$ cat config.mk
export PLATFORM = sky130hd
export DESIGN_NAME = mem_access_unit_flat
export DESIGN_NICKNAME = d
export VERILOG_FILES = /design/src/rtl/mem_access_unit_if.sv /design/src/rtl/mem_access_unit.sv /design/src/flat_wrapper.sv
export SDC_FILE = /design/constraint.sdc
export NUM_CORES = 1
export LEC_CHECK = 0
export BUFFER_PORTS_ARGS = -buffer_cell sky130_fd_sc_hd__buf_4
export CAP_MARGIN = 20
export CORE_MARGIN = 2
export CORE_UTILIZATION = 35
export DETAILED_ROUTE_END_ITERATION = 6
export PLACE_DENSITY = 0.6
export SYNTH_ARGS = -nofsm -noshare
export SYNTH_HDL_FRONTEND = slang
export SYNTH_SLANG_ARGS = --single-unit
$ cat constraint.sdc
create_clock -name iClk -period 2.9 [get_ports iClk]
set_input_delay 0.29 -clock iClk [delete_from_list [all_inputs] [get_ports iClk]]
set_output_delay 0.29 -clock iClk [all_outputs]
set_load 0.05 [all_outputs]
$ cat src/rtl/mem_access_unit_if.sv
// Load/store request, data-memory bus and writeback signals of mem_access_unit.
// The slave modport is the unit itself; master is whoever drives requests and models the bus.
interface mem_access_unit_if #(
  parameter int pXLEN       = 32,
  parameter int pRegSelBitW = 5
);
  logic                   iReqValid;
  logic                   oReqReady;
  logic                   iReqRead;
  logic                   iReqWrite;
  logic [pXLEN-1:0]       iReqAddr;
  logic [pXLEN-1:0]       iReqData;
  logic [2:0]             iReqOpType;
  logic [pRegSelBitW-1:0] iReqRdAddr;

  logic                   oMemReq;
  logic                   oMemWe;
  logic [pXLEN-1:0]       oMemAddr;
  logic [pXLEN-1:0]       oMemWData;
  logic [pXLEN/8-1:0]     oMemBe;
  logic                   iMemAck;
  logic [pXLEN-1:0]       iMemRData;

  logic                   oRegDv;
  logic [pRegSelBitW-1:0] oRegAddr;
  logic [pXLEN-1:0]       oRegData;
  logic                   oMisaligned;
  logic                   oIllegal;
  logic                   oBusErr;

  modport slave (
    input  iReqValid, iReqRead, iReqWrite, iReqAddr, iReqData, iReqOpType, iReqRdAddr,
    input  iMemAck, iMemRData,
    output oReqReady, oMemReq, oMemWe, oMemAddr, oMemWData, oMemBe,
    output oRegDv, oRegAddr, oRegData, oMisaligned, oIllegal, oBusErr
  );

  modport master (
    output iReqValid, iReqRead, iReqWrite, iReqAddr, iReqData, iReqOpType, iReqRdAddr,
    output iMemAck, iMemRData,
    input  oReqReady, oMemReq, oMemWe, oMemAddr, oMemWData, oMemBe,
    input  oRegDv, oRegAddr, oRegData, oMisaligned, oIllegal, oBusErr
  );
endinterface

$ cat src/rtl/mem_access_unit.sv
// Load/store unit: one op at a time on a req/ack word bus; load result 1 cycle after ack, store idle 1 cycle after ack.
// Backpressure: oReqReady is low from acceptance until the op finishes; the bus may stall until the timeout.
module mem_access_unit #(
  parameter int          pXLEN          = 32,
  parameter int          pRegSelBitW    = 5,
  parameter int unsigned pTimeoutCycles = 16
) (
  input  logic             iClk,
  input  logic             iRst,
  mem_access_unit_if.slave bus
);
  localparam int               cBeW     = pXLEN / 8;
  localparam logic [31:0]      cTimeout = 32'(pTimeoutCycles);
  localparam logic [cBeW-1:0]  cBeOne   = cBeW'(1);

  typedef enum logic [1:0] {IDLE = 2'd0, REQ = 2'd1, RESP = 2'd2} state_e;

  state_e                 state_q, state_d;
  logic [pXLEN-1:0]       addr_q, addr_d, data_q, data_d;
  logic [2:0]             op_q, op_d;
  logic                   wr_q, wr_d;
  logic [pRegSelBitW-1:0] rd_q, rd_d;
  logic [31:0]            cnt_q, cnt_d;

  logic                   ready_q, ready_d, mem_req_q, mem_req_d, mem_we_q, mem_we_d;
  logic [pXLEN-1:0]       mem_addr_q, mem_addr_d, mem_wdata_q, mem_wdata_d;
  logic [cBeW-1:0]        mem_be_q, mem_be_d;
  logic                   reg_dv_q, reg_dv_d;
  logic [pRegSelBitW-1:0] reg_addr_q, reg_addr_d;
  logic [pXLEN-1:0]       reg_data_q, reg_data_d;
  logic                   misal_q, misal_d, illegal_q, illegal_d, bus_err_q, bus_err_d;

  logic                   accept, req_bad, req_misal, load_done, timed_out;
  logic                   op_legal, addr_misal;
  logic [pXLEN-1:0]       rshift, ext;

  assign accept = bus.iReqValid && ready_q;

  // op[2] marks unsigned loads, which stores do not have
  assign op_legal   = (bus.iReqOpType[1:0] != 2'b11) &&
                      !(bus.iReqOpType[2] && (bus.iReqOpType[1] || bus.iReqWrite));
  assign addr_misal = ((bus.iReqOpType[1:0] == 2'b01) && bus.iReqAddr[0]) ||
                      ((bus.iReqOpType[1:0] == 2'b10) && (bus.iReqAddr[1:0] != 2'b00));

  always_ff @(posedge iClk) begin
    if (!iRst) begin
      state_q     <= IDLE;
      addr_q      <= '0;
      data_q      <= '0;
      op_q        <= '0;
      wr_q        <= 1'b0;
      rd_q        <= '0;
      cnt_q       <= '0;
      ready_q     <= 1'b1;
      mem_req_q   <= 1'b0;
      mem_we_q    <= 1'b0;
      mem_addr_q  <= '0;
      mem_wdata_q <= '0;
      mem_be_q    <= '0;
      reg_dv_q    <= 1'b0;
      reg_addr_q  <= '0;
      reg_data_q  <= '0;
      misal_q     <= 1'b0;
      illegal_q   <= 1'b0;
      bus_err_q   <= 1'b0;
    end else begin
      state_q     <= state_d;
      addr_q      <= addr_d;
      data_q      <= data_d;
      op_q        <= op_d;
      wr_q        <= wr_d;
      rd_q        <= rd_d;
      cnt_q       <= cnt_d;
      ready_q     <= ready_d;
      mem_req_q   <= mem_req_d;
      mem_we_q    <= mem_we_d;
      mem_addr_q  <= mem_addr_d;
      mem_wdata_q <= mem_wdata_d;
      mem_be_q    <= mem_be_d;
      reg_dv_q    <= reg_dv_d;
      reg_addr_q  <= reg_addr_d;
      reg_data_q  <= reg_data_d;
      misal_q     <= misal_d;
      illegal_q   <= illegal_d;
      bus_err_q   <= bus_err_d;
    end
  end

  always_comb begin
    state_d   = state_q;
    addr_d    = addr_q;
    data_d    = data_q;
    op_d      = op_q;
    wr_d      = wr_q;
    rd_d      = rd_q;
    cnt_d     = cnt_q;
    req_bad   = 1'b0;
    req_misal = 1'b0;
    load_done = 1'b0;
    timed_out = 1'b0;
    case (state_q)
      IDLE: begin
        if (accept) begin
          addr_d = bus.iReqAddr;
          data_d = bus.iReqData;
          op_d   = bus.iReqOpType;
          wr_d   = bus.iReqWrite;
          rd_d   = bus.iReqRdAddr;
          cnt_d  = '0;
          if ((bus.iReqRead == bus.iReqWrite) || !op_legal) begin
            req_bad = 1'b1;
          end else if (addr_misal) begin
            req_misal = 1'b1;
          end else begin
            state_d = REQ;
          end
        end
      end
      REQ: begin
        // an ack on the final allowed cycle still wins over the timeout
        if (bus.iMemAck) begin
          state_d   = wr_q ? IDLE : RESP;
          load_done = !wr_q;
        end else if ((cTimeout != 32'd0) && (cnt_q + 32'd1 == cTimeout)) begin
          state_d   = IDLE;
          timed_out = 1'b1;
        end else begin
          cnt_d = cnt_q + 32'd1;
        end
      end
      default: state_d = IDLE;
    endcase
  end

  always_comb begin
    ready_d     = (state_d == IDLE);
    mem_req_d   = (state_d == REQ);
    mem_we_d    = 1'b0;
    mem_addr_d  = '0;
    mem_wdata_d = '0;
    mem_be_d    = '0;
    if (state_d == REQ) begin
      mem_we_d   = wr_d;
      mem_addr_d = {addr_d[pXLEN-1:2], 2'b00};
      mem_be_d   = '1;
      if (wr_d) begin
        case (op_d[1:0])
          2'b00: begin
            mem_be_d    = cBeOne << addr_d[1:0];
            mem_wdata_d = {(pXLEN/8){data_d[7:0]}};
          end
          2'b01: begin
            mem_be_d    = addr_d[1] ? cBeW'(4'b1100) : cBeW'(4'b0011);
            mem_wdata_d = {(pXLEN/16){data_d[15:0]}};
          end
          default: mem_wdata_d = data_d;
        endcase
      end
    end

    rshift = bus.iMemRData >> {addr_q[1:0], 3'b000};
    case (op_q)
      3'b000:  ext = {{(pXLEN-8){rshift[7]}}, rshift[7:0]};
      3'b001:  ext = {{(pXLEN-16){rshift[15]}}, rshift[15:0]};
      3'b100:  ext = {{(pXLEN-8){1'b0}}, rshift[7:0]};
      3'b101:  ext = {{(pXLEN-16){1'b0}}, rshift[15:0]};
      default: ext = rshift;
    endcase

    reg_dv_d   = load_done && (rd_q != '0);
    reg_addr_d = load_done ? rd_q : '0;
    reg_data_d = load_done ? ext : '0;
    misal_d    = req_misal;
    illegal_d  = req_bad;
    bus_err_d  = timed_out;
  end

  assign bus.oReqReady   = ready_q;
  assign bus.oMemReq     = mem_req_q;
  assign bus.oMemWe      = mem_we_q;
  assign bus.oMemAddr    = mem_addr_q;
  assign bus.oMemWData   = mem_wdata_q;
  assign bus.oMemBe      = mem_be_q;
  assign bus.oRegDv      = reg_dv_q;
  assign bus.oRegAddr    = reg_addr_q;
  assign bus.oRegData    = reg_data_q;
  assign bus.oMisaligned = misal_q;
  assign bus.oIllegal    = illegal_q;
  assign bus.oBusErr     = bus_err_q;
endmodule

$ cat src/flat_wrapper.sv
// flat-port wrapper written by rule: the top's interface ports become plain ports
module mem_access_unit_flat 
#(
  parameter int          pXLEN          = 32,
  parameter int          pRegSelBitW    = 5,
  parameter int unsigned pTimeoutCycles = 16
)
  (iClk, iRst, bus_iReqValid, bus_iReqRead, bus_iReqWrite, bus_iReqAddr, bus_iReqData, bus_iReqOpType, bus_iReqRdAddr, bus_iMemAck, bus_iMemRData, bus_oReqReady, bus_oMemReq, bus_oMemWe, bus_oMemAddr, bus_oMemWData, bus_oMemBe, bus_oRegDv, bus_oRegAddr, bus_oRegData, bus_oMisaligned, bus_oIllegal, bus_oBusErr);
  mem_access_unit_if #(.pXLEN(pXLEN), .pRegSelBitW(pRegSelBitW)) bus_i ();
  input  logic iClk;
  input  logic iRst;
  input wire logic [$bits(bus_i.iReqValid)-1:0] bus_iReqValid;
  input wire logic [$bits(bus_i.iReqRead)-1:0] bus_iReqRead;
  input wire logic [$bits(bus_i.iReqWrite)-1:0] bus_iReqWrite;
  input wire logic [$bits(bus_i.iReqAddr)-1:0] bus_iReqAddr;
  input wire logic [$bits(bus_i.iReqData)-1:0] bus_iReqData;
  input wire logic [$bits(bus_i.iReqOpType)-1:0] bus_iReqOpType;
  input wire logic [$bits(bus_i.iReqRdAddr)-1:0] bus_iReqRdAddr;
  input wire logic [$bits(bus_i.iMemAck)-1:0] bus_iMemAck;
  input wire logic [$bits(bus_i.iMemRData)-1:0] bus_iMemRData;
  output wire logic [$bits(bus_i.oReqReady)-1:0] bus_oReqReady;
  output wire logic [$bits(bus_i.oMemReq)-1:0] bus_oMemReq;
  output wire logic [$bits(bus_i.oMemWe)-1:0] bus_oMemWe;
  output wire logic [$bits(bus_i.oMemAddr)-1:0] bus_oMemAddr;
  output wire logic [$bits(bus_i.oMemWData)-1:0] bus_oMemWData;
  output wire logic [$bits(bus_i.oMemBe)-1:0] bus_oMemBe;
  output wire logic [$bits(bus_i.oRegDv)-1:0] bus_oRegDv;
  output wire logic [$bits(bus_i.oRegAddr)-1:0] bus_oRegAddr;
  output wire logic [$bits(bus_i.oRegData)-1:0] bus_oRegData;
  output wire logic [$bits(bus_i.oMisaligned)-1:0] bus_oMisaligned;
  output wire logic [$bits(bus_i.oIllegal)-1:0] bus_oIllegal;
  output wire logic [$bits(bus_i.oBusErr)-1:0] bus_oBusErr;
  assign bus_i.iReqValid = bus_iReqValid;
  assign bus_i.iReqRead = bus_iReqRead;
  assign bus_i.iReqWrite = bus_iReqWrite;
  assign bus_i.iReqAddr = bus_iReqAddr;
  assign bus_i.iReqData = bus_iReqData;
  assign bus_i.iReqOpType = bus_iReqOpType;
  assign bus_i.iReqRdAddr = bus_iReqRdAddr;
  assign bus_i.iMemAck = bus_iMemAck;
  assign bus_i.iMemRData = bus_iMemRData;
  assign bus_oReqReady = bus_i.oReqReady;
  assign bus_oMemReq = bus_i.oMemReq;
  assign bus_oMemWe = bus_i.oMemWe;
  assign bus_oMemAddr = bus_i.oMemAddr;
  assign bus_oMemWData = bus_i.oMemWData;
  assign bus_oMemBe = bus_i.oMemBe;
  assign bus_oRegDv = bus_i.oRegDv;
  assign bus_oRegAddr = bus_i.oRegAddr;
  assign bus_oRegData = bus_i.oRegData;
  assign bus_oMisaligned = bus_i.oMisaligned;
  assign bus_oIllegal = bus_i.oIllegal;
  assign bus_oBusErr = bus_i.oBusErr;
  mem_access_unit #(.pXLEN(pXLEN), .pRegSelBitW(pRegSelBitW), .pTimeoutCycles(pTimeoutCycles)) u_core (.iClk(iClk), .iRst(iRst), .bus(bus_i));
endmodule
==> results of run 1 <==
[timing repair]
| action | 4_1_cts | 5_1_grt |
|---|---|---|
| endpoints found under the hold margin | 17 | 0 |
| pin swaps | 1 | 12 |
| endpoints found under the setup margin | 78 | 83 |
| cloned | 1 | 3 |
| hold buffers | 17 | 0 |
| resized for setup | 6 | 30 |
| buffers inserted | 1 | 5 |
[worst max-delay path: cells and delay by family, from the launching register on]
| kind | cells | cell delay, ps |
|---|---|---|
| flops | 1 | 340 |
| buf+inv | 3 | 490 |
| simple gates | 4 | 1410 |
| compound gates | 3 | 600 |
[Yosys cell counts, drive strengths merged (7+ instances only)]
cell	n
mux2	9
nand4	16
dfxtp	217
nor2b	13
nor4	32
mux2i	67
xor2	9
or4	8
or3	7
buf	27
nor2	110
a31oi	9
nand3	25
o21ai	40
a21oi	76
a211oi	17
clkbuf	58
nor3	62
nand2	139
and2	16
[area by class of cell]
class,count,area (um^2),area share
clock buffers,32,681,0.0534
flip-flops and latches,217,4360,0.342
clock inverters,12,264,0.0207
inverters,6,22.5,0.00177
well taps,330,413,0.0324
repair buffers,327,2620,0.206
multi-input cells,715,4370,0.343
[power breakdown]
| group | switching, W | internal, W | total (W) |
|---|---|---|---|
| combinational | 0.000594 | 0.000385 | 0.000979 |
| clock | 0.00130 | 0.00228 | 0.00359 |
| sequential | 0.0000320 | 0.00307 | 0.00311 |
[layer usage]
metal	wire length (um)	share of wire	vias up
met5	0	0	-
met4	604	0.021	0
met3	2430	0.085	49
met2	13500	0.47	277
met1	12100	0.42	3872
li1	-	-	4099
[how the worst max path moves through the flow]
stage          slack (ps)                  endpoint  depth (start not counted)
2_1_floorplan          80    u_core.bus.oMemAddr[3]                          7
5_1_grt              -100   u_core.bus.oMemAddr[29]                         10
4_1_cts                 7         u_core.state_q[0]                          9
6_report                6  u_core.bus.oMemWData[13]                         10
3_3_place_gp          -70   u_core.bus.oMemWData[8]                         11
3_5_place_dp         -110    u_core.bus.oMemAddr[6]                         11
[flip-flops by register name, indices dropped and copies added (netlist names)]
signal,count
u_core.bus.oMemWe,1
u_core.bus.oMemBe,4
u_core.bus.oRegDv,1
u_core.data_q,32
u_core.bus.oMisaligned,1
u_core.wr_q,1
u_core.op_q,3
u_core.bus.oRegData,32
u_core.bus.oMemAddr,30
u_core.state_q,2
u_core.bus.oMemWData,32
u_core.bus.oReqReady,1
u_core.bus.oIllegal,1
u_core.bus.oBusErr,1
u_core.cnt_q,32
u_core.bus.oRegAddr,5
u_core.bus.oMemReq,1
u_core.rd_q,5
u_core.addr_q,32
[metrics by stage]
step / total power [W] / instances / hold slack [ps] / instance area [um^2] / util
after floorplan: 0.00375 / 1023 / 426 / 8970 / -
after global placement: 0.00409 / 1568 / 455 / 11300 / 0.450
after detailed placement: 0.00410 / 1568 / 463 / 11300 / 0.450
after CTS: 0.00772 / 1631 / 0.105 / 12500 / 0.497
after global routing: 0.00793 / 1639 / 8.69 / 12700 / 0.506
final: 0.00767 / 1639 / 4.95 / 12700 / 0.506
[cells by family (layout without fill, tap and decap cells)]
| kind of cell | count (synthesis) | in the layout | synth area share |
|---|---|---|---|
| simple gates | 455 | 455 | 0.256 |
| flops | 217 | 217 | 0.485 |
| compound gates | 168 | 168 | 0.113 |
| buf+inv | 91 | 377 | 0.0458 |
| mux | 76 | 76 | 0.0861 |
| xor+xnor | 13 | 13 | 0.0127 |
| fa+ha+maj | 1 | 1 | 0.00140 |
| other cells | 1 | 2 | 0.000418 |
==> metrics.txt, run 1 <==
CP dominant cell by count buf_4; Yosys warning total 0; r2r setup slk approximately 6 ps; worst setup margin ~5.9 ps; DRC 0; antenna viol nets, final 0; Port Buffers about 220; most crowded layer after global routing met2; Slew Limit Fails 0; most frequent cells in the layout buf_4 (300), dfxtp_1 (206), nand2_1 (137), nor2_1 (109), a21oi_1 (76); Hold Path Sink u_core.addr_q[22]; TritonCTS buffer count 24; layout cells sized above 1 0.325; endpoints failing setup 0; clk root buf clkbuf_16; Post-synth EDFFs 0; asr flop ratio synth 0; total track usage 0.204; M3 GR Usage 0.0644; row cnt 58; Final period util 0.998; crit end category flip-flop; reg-to-reg critical path startpoint u_core.cnt_q[16]; Ant. Diodes 0; max-cap violations 0; core area approximately 25000 um^2; routed vias/inst just over 5; mean area per synthesized cell 8.77 um^2; First-pass DRT Iterations 5; crit path launch u_core.cnt_q[16]; chip height approximately 160 um; CTS tree yes; post-synthesis cell count 1022; PD cells roughly 600 nW/um^2; WL/cell about 18 um; first-pass GRT wire length 43800 um; hold_sp bus_iReqAddr[22]; post-synthesis register bit count 217; Worst slew margin 0.504; Reg2Reg Depth 10; min Tclk post-route just under 3000 ps; worst endpoint required time between 3000 and 4000 ps; final setup TNS 0 ps; crit path launch type flip-flop; crit path max fanout 6; crit path DAT ~3400 ps; Max Fclk ~350 MHz; Slowest-stage cell, CP or4_4; worst hold path type in -> reg; Nets between 1000 and 1500; largest net degree at the start of global routing 63; actual slew at the worst max-slew pin 743 ps; HPWL Detailed about 20000 um; worst skew pair latency 550 ps; clk buf depth 3; clock sink count approximately 220; Layout area overhead 42.1%; GPL Wtd Cong around 0.9; ranking of synthesized cells by area dfxtp_1 (48%), mux2i_1 (7.5%), nand2_1 (5.8%), nor2_1 (4.6%), a21oi_1 (4.2%); Peak VDD IR a little under 0.5 mV; RSZ-0062 raised after global routing yes; initial antenna violation count 0; vias in the first global route around 8000; area share of the largest cell type after synthesis 0.485; initial core utilization 0.356; worst hold stages 3; slowest stage delay, CP between 500 and 600 ps; reg-to-reg endpoint u_core.bus.oMemWData[13]; DRT iter0 DRCs 636; vias 8297; fill count between 2000 and 2500; GR Layer Usage met2 0.342; clk_skew 25.2 ps; commonest non-fill, non-tap cell in the layout buf_4; post-place setup slack -105 ps; GRT overflow 0; crit-path cells nand4_1 -> or3_4 -> or4_4 -> o311ai_4 -> buf_4 -> o31ai_4 -> o32a_4 -> buf_6 -> nor4_1 -> buf_4; # IOs around 220; Die Span X 164 um; H-tree levels 1; status finished clean; DRT Wirelength approximately 29000 um; Synth Flop Type dfxtp_1; Seq/Total Area, Yosys 0.485; Clock transition at path regs ~60 ps; die area 26900 um^2; endpoints failing hold 0; Distinct cells, synth roughly 60; area leader, netlist dfxtp_1; Leak roughly 5.3 nW; Cell Area, Synth 8960 um^2; met1 Track Usage GR 0.256; class of the most critical setup path reg -> reg
Note: power is estimated with default switching activity, not from simulation.
==> run 2: changes to the inputs <==
ABC_AREA = 1   (was unset)
==> run 2 against run 1 <==
Compared with the run above: sequential power increased by 3%; fmax increased by 12%; worst hold slack improved by 8.8 ps; cell area decreased by 3.5%; sequential cell count unchanged; critical path type unchanged; largest power group is now sequential cells.
==> metrics.txt, run 2 <==
status finished clean; worst hold margin 13.8 ps (+8.85 ps); post-synthesis xor/xnor area fraction 0.00284 (-0.00986); vias 8762 (+5.6%); Leak 5.94 nW (+12%); max-cap violations 0 (unchanged); Post-synth EDFFs 0 (unchanged); critical path endpoint u_core.bus.oMemWData[3]; crit path launch type flip-flop; First-pass DRT Iterations 5 (unchanged); post-synthesis mux area share 0.0585 (-0.0277); DRT Wirelength 27200 um (-5.1%); area share of the largest cell type after synthesis 0.470 (-0.0148); total track usage 0.191 (-0.0136); fill count 2639 (+11%); Nets 1596 (+14%); mean area per synthesized cell 7.34 um^2 (-16%); Port Buffers 219 (unchanged); endpoints failing setup 0 (unchanged); reg-to-reg critical path startpoint u_core.cnt_q[1]; class of the most critical setup path reg -> reg; Synth Flop Type dfxtp_1; largest net degree at the start of global routing 43 (-32%); initial antenna violation count 0 (unchanged); actual slew at the worst max-slew pin 1010 ps (+267 ps); Commonest cells post-synth nand2_1 (286), nor2_1 (250), dfxtp_1 (217); Distinct cells, synth 37 (-39%); Core Util, Final 0.473 (-0.0330); row cnt 59 (+1.7%); vias in the first global route 8346 (+4.0%); DRC 0 (unchanged); CTS tree yes; clk buf depth 3 (unchanged); asr flop ratio synth 0 (unchanged); Final period util 0.891 (-0.107); worst hold path type in -> reg; layout cells sized above 1 0.217 (-0.108); most common cell in the netlist nand2_1; Finished Layout Cells 1837 (+12%); reg-to-reg endpoint u_core.bus.oMemWData[3]; most frequent cells in the layout nand2_1 (286), nor2_1 (248), buf_4 (237), dfxtp_1 (217), inv_1 (96); Max Fclk 387 MHz (+12%); placed cells 1771 (+13%); TritonCTS buffer count 24 (unchanged); chip height 167 um (+1.5%); crit path max fanout 33 (+27); Clock transition at path regs 60 ps (about the same); die area 27700 um^2 (+3.1%); antenna viol nets, final 0 (unchanged); PD cells 605 nW/um^2 (+0.40%); Die Span X 167 um (+1.5%); min Tclk post-route 2580 ps (-311 ps); DRT iter0 DRCs 526 (-17%); Worst slew margin 0.322 (-0.183); HPWL Detailed 19500 um (-2.1%); worst setup margin 316 ps (+311 ps); crit path launch u_core.cnt_q[1]; Reg2Reg Depth 17 (+7); Synth Area in Adders 0.00135 (-0.0000427); Slew Limit Fails 0 (unchanged); H-tree levels 1 (unchanged); core area 26000 um^2 (+3.2%); endpoints failing hold 0 (unchanged); initial core utilization 0.356 (about the same); crit path DAT 2990 ps (-390 ps); post-synthesis cell count 1260 (+23%); clock sink count 217 (unchanged); crit end category flip-flop; Simple-Gate Fraction of Synth Area 0.311 (+0.0555); GPL Wtd Cong 0.930 (+0.75%); post-synthesis register bit count 217 (unchanged); Synth Area in Compound Gates 0.0850 (-0.0282); area leader, netlist dfxtp_1; WL/cell 14.8 um (-15%); commonest non-fill, non-tap cell in the layout nand2_1; worst skew pair latency 540 ps (about the same); clk_skew 16.9 ps (-8.31 ps); largest family of logic cells by synthesized area simple AND/OR/NAND/NOR gates; worst endpoint required time 3310 ps (-80 ps); clk root buf clkbuf_16; Cell Area, Synth 9250 um^2 (+3.2%); routed vias/inst 4.77 (-5.8%); Ant. Diodes 0 (unchanged); GRT overflow 0 (unchanged); Layout area overhead 32.8%; Peak VDD IR 0.433 mV (-11%); Yosys warning total 0 (unchanged); r2r setup slk 320 ps (+310 ps); first-pass GRT wire length 43700 um (-0.28%); # IOs 222 (unchanged); Seq/Total Area, Yosys 0.470 (-0.0148); post-place setup slack 228 ps (+333 ps); ranking of synthesized cells by area dfxtp_1 (47%), nand2_1 (12%), nor2_1 (10%), mux2i_1 (5.8%), nand3_1 (4.2%); final setup TNS 0 ps (unchanged)
-- run 2: cell count changes after synthesis, moves of 19 or more --
cell / delta
inv_1: +91
nand2_1: +148
nand3_1: +52
nor2_1: +140
nor3_1: -58
nor4_2: -19
o21ai_0: +23
-- run 2: cell families (layout without fill, tap and decap cells) --
group,count (synthesis),count (layout)
compound gates,147,147
xor+xnor,3,3
fa+ha+maj,1,1
buf+inv,161,402
flops,217,217
mux,54,54
other cells,1,2
simple gates,676,676
-- run 2: cell type report --
| type | count | area [um^2] | area share |
|---|---|---|---|
| inverters | 99 | 372 | 0.0303 |
| clock inverters | 9 | 128 | 0.0104 |
| multi-input cells | 883 | 4280 | 0.349 |
| repair buffers | 260 | 2040 | 0.166 |
| well taps | 335 | 419 | 0.0341 |
| flip-flops and latches | 217 | 4340 | 0.354 |
| clock buffers | 34 | 698 | 0.0568 |
-- run 2: timing repair --
item | in CTS | in global routing
endpoints found under the setup margin | 0 | 102
hold endpoints to repair | 20 | 0
hold buffers | 20 | 0
buffers inserted | 0 | 2
gates resized for setup | 0 | 1
-- run 2: metrics by stage --
stage | instance area [um^2] | total power, W
6_report | 12300 | 0.00743
5_1_grt | 12300 | 0.00777
4_1_cts | 12300 | 0.00751
3_5_place_dp | 11200 | 0.00435
3_3_place_gp | 11200 | 0.00434
2_1_floorplan | 9250 | 0.00398
-- run 2: worst max-delay path: stages (launching register included) --
cell and delay [ps]:
dfxtp_1 360, ha_1 260, nand2_2 100, nor2_4 210
nand2_4 110, nor2_4 190, nand2_1 70, nand2_1 50
nand2_1 90, nor2_1 120, nand2_1 100, nor2_1 120
nand3_1 90, nand2_1 80, nand2_1 80, nand3_1 120
buf_12 200, nor2_1 60
-- run 2: worst min path at each step --
stage	start	to	slack, ps	depth (start not counted)
2_1_floorplan	u_core.rd_q[4]	u_core.bus.oRegAddr[4]	430	2
3_3_place_gp	u_core.rd_q[4]	u_core.bus.oRegAddr[4]	440	2
3_5_place_dp	u_core.rd_q[4]	u_core.bus.oRegAddr[4]	440	2
4_1_cts	bus_iReqAddr[26]	u_core.addr_q[26]	0.03	3
5_1_grt	bus_iReqAddr[13]	u_core.addr_q[13]	20	3
6_report	bus_iReqAddr[27]	u_core.addr_q[27]	10	3
-- run 2: metal layers --
layer / up-vias / share of wire / GRT usage / wire length (um)
li1: 4469 / - / - / -
met1: 4015 / 0.45 / 0.248 / 12200
met2: 230 / 0.46 / 0.315 / 12600
met3: 48 / 0.061 / 0.0435 / 1660
met4: 0 / 0.031 / 0.0603 / 837
met5: - / 0 / 0 / 0
-- run 2: power breakdown --
group	internal (W)	switching, W	total [W]
sequential	0.00312	0.0000816	0.00320
combinational	0.000436	0.000672	0.00111
clock	0.00186	0.00126	0.00312
==> run 3: changes to the inputs <==
MAX_ROUTING_LAYER = met4   (was unset)
==> run 3 against run 2 <==
Compared with the run above: die area is the same; worst setup slack got worse by 25 ps; sequential cell count is the same; global-route usage grew 0.73 points; sequential power barely moved; register-to-register slack worse by 30 ps; count of clock-buffer cells in the layout shrank 4; fmax shrank 0.96%; cell count up 1.0%; via count increased by 0.66%; largest cell class unchanged; largest power group is now the clock network.
==> metrics.txt, run 3 (synthesis results as in run 2) <==
DRT Wirelength 27400 um (+0.61%); Die Span X 167 um (unchanged); max-cap violations 0 (unchanged); PD cells 609 nW/um^2 (+0.75%); Leak 6.03 nW (+1.4%); initial antenna violation count 0 (unchanged); Hold Path Sink u_core.data_q[26]; HPWL Detailed 19600 um (+0.44%); DRT iter0 DRCs 529 (+0.57%); crit path DAT 3040 ps (+50 ps); actual slew at the worst max-slew pin 936 ps (-74.2 ps); endpoints failing hold 0 (unchanged); crit path max fanout 37 (+12%); DRC 0 (unchanged); Ant. Diodes 0 (unchanged); reg-to-reg endpoint u_core.cnt_q[13]; clk root buf clkbuf_16; # IOs 222 (unchanged); Nets 1612 (+1.0%); status finished clean; Clock transition at path regs 60 ps (about the same); chip height 167 um (unchanged); Port Buffers 219 (unchanged); die area 27700 um^2 (unchanged); total track usage 0.198 (+0.00730); Max Fclk 383 MHz (-0.96%); Final period util 0.900 (+0.00867); clk_skew 13.6 ps (-3.31 ps); antenna viol nets, final 0 (unchanged); slowest stage delay, CP 370 ps (about the same); Worst slew margin 0.373 (+0.0516); most frequent cells in the layout nand2_1 (286), nor2_1 (248), buf_4 (237), dfxtp_1 (217), inv_1 (96); worst skew pair latency 550 ps (about the same); Reg2Reg Depth 15 (-2); class of the most critical setup path reg -> reg; row cnt 59 (unchanged); crit-path cells ha_2 -> nand2_2 -> nor2_4 -> nand2_4 -> nor2_4 -> nand2_1 -> nand2_1 -> nand2_1 -> nor2_1 -> nand2_1 -> nor2_2 -> nand4_4 -> buf_4 -> a21oi_1 -> nor2_1; TritonCTS buffer count 26 (+8.3%); commonest non-fill, non-tap cell in the layout nand2_1; vias 8820 (+0.66%); Layout area overhead 35.1%; clock sink count 217 (unchanged); Slowest-stage cell, CP dfxtp_1; WL/cell 14.8 um (-0.42%); endpoints failing setup 0 (unchanged); post-place setup slack 236 ps (+8.37 ps); worst setup margin 291 ps (-25.2 ps); GPL Wtd Cong 0.917 (-1.3%); worst hold margin 15.3 ps (+1.52 ps); hold_sp bus_iReqData[26]; min Tclk post-route 2610 ps (+25.2 ps); H-tree levels 1 (unchanged); first-pass GRT wire length 44000 um (+0.74%); worst hold path type in -> reg; RSZ-0062 raised after global routing no; First-pass DRT Iterations 5 (unchanged); crit path launch type flip-flop; CTS tree yes; reg-to-reg critical path startpoint u_core.cnt_q[1]; worst endpoint required time 3330 ps (+20 ps); worst hold stages 3 (unchanged); largest net degree at the start of global routing 43 (unchanged); final setup TNS 0 ps (unchanged); CP dominant cell by count nand2_1; crit end category flip-flop; r2r setup slk 290 ps (-30 ps); routed vias/inst 4.75 (-0.37%); vias in the first global route 8511 (+2.0%); Slew Limit Fails 0 (unchanged); clk buf depth 3 (unchanged); core area 26000 um^2 (unchanged); initial core utilization 0.356 (unchanged); layout cells sized above 1 0.220 (+0.00321); GRT overflow 0 (unchanged); Peak VDD IR 0.611 mV (+41%)
[run 3: cell types whose count changed in the layout (fill, tap and decap cells not counted), moves of 2 or more]
| cell | before | now |
|---|---|---|
| dlygate4sd3_1 | 20 | 34 |
| clkbuf_1 | 4 | 1 |
| clkbuf_8 | 6 | 3 |
| clkinv_2 | 3 | 6 |
| clkinvlp_4 | 3 | 6 |
| clkbuf_16 | 24 | 26 |
| clkinv_4 | 0 | 2 |
[run 3: worst max-delay path by stage]
| stage | depth (start not counted) | end | startpoint | slack [ps] |
|---|---|---|---|---|
| 2_1_floorplan | 9 | u_core.bus.oMemWData[13] | u_core.bus.oReqReady | 550 |
| 3_3_place_gp | 17 | u_core.bus.oMemWData[2] | u_core.cnt_q[1] | 270 |
| 3_5_place_dp | 17 | u_core.bus.oMemWData[6] | u_core.cnt_q[1] | 240 |
| 4_1_cts | 18 | u_core.bus.oReqReady | u_core.cnt_q[1] | 210 |
| 5_1_grt | 16 | u_core.cnt_q[1] | u_core.cnt_q[1] | 30 |
| 6_report | 15 | u_core.cnt_q[13] | u_core.cnt_q[1] | 290 |
[run 3: layer usage]
layer	track usage	share of wire	wire (um)	up-vias
met3	0.0435	0.062	1690	38
met4	0.0499	0.025	691	0
met2	0.325	0.47	12900	221
met1	0.248	0.44	12200	4068
met5	-	0	0	-
li1	-	-	-	4493
[run 3: layout make-up]
cell class                      count  area, um^2
Multi-Input combinational cell    883        4290
Clock inverter                     18         199
Sequential cell                   217        4340
Fill cell                        2611       13500
Inverter                           99         372
Timing Repair Buffer              274        2180
Tap cell                          335         419
Clock buffer                       30         696
[run 3: metrics by stage]
step	std cells	cell area (um^2)	total power [W]	utilization
after floorplan	1261	9250	0.00398	-
after global placement	1771	11200	0.00434	0.432
after detailed placement	1771	11200	0.00435	0.432
after CTS	1853	12500	0.00769	0.480
after global routing	1856	12500	0.00796	0.481
final	1856	12500	0.00761	0.481
[run 3: timing repair]
item | CTS | global route
hold buffers | 34 | 0
hold endpoints to repair | 40 | 0
setup buffers | 0 | 1
endpoints found under the setup margin | 0 | 56
resized for setup | 0 | 2
[run 3: report_power, final]
part	internal (W)	switching (W)
registers	0.00312	0.0000817
clock network	0.00193	0.00136
logic	0.000452	0.000680
[run 3: critical path: cells and delay by family, from the launching register on]
| kind | cells | cell delay [ps] |
|---|---|---|
| and+or+nand+nor | 12 | 1410 |
| DFF | 1 | 370 |
| buffers and inverters | 1 | 260 |
| adders and majority gates | 1 | 250 |
| AOI/OAI and AO/OA | 1 | 180 |
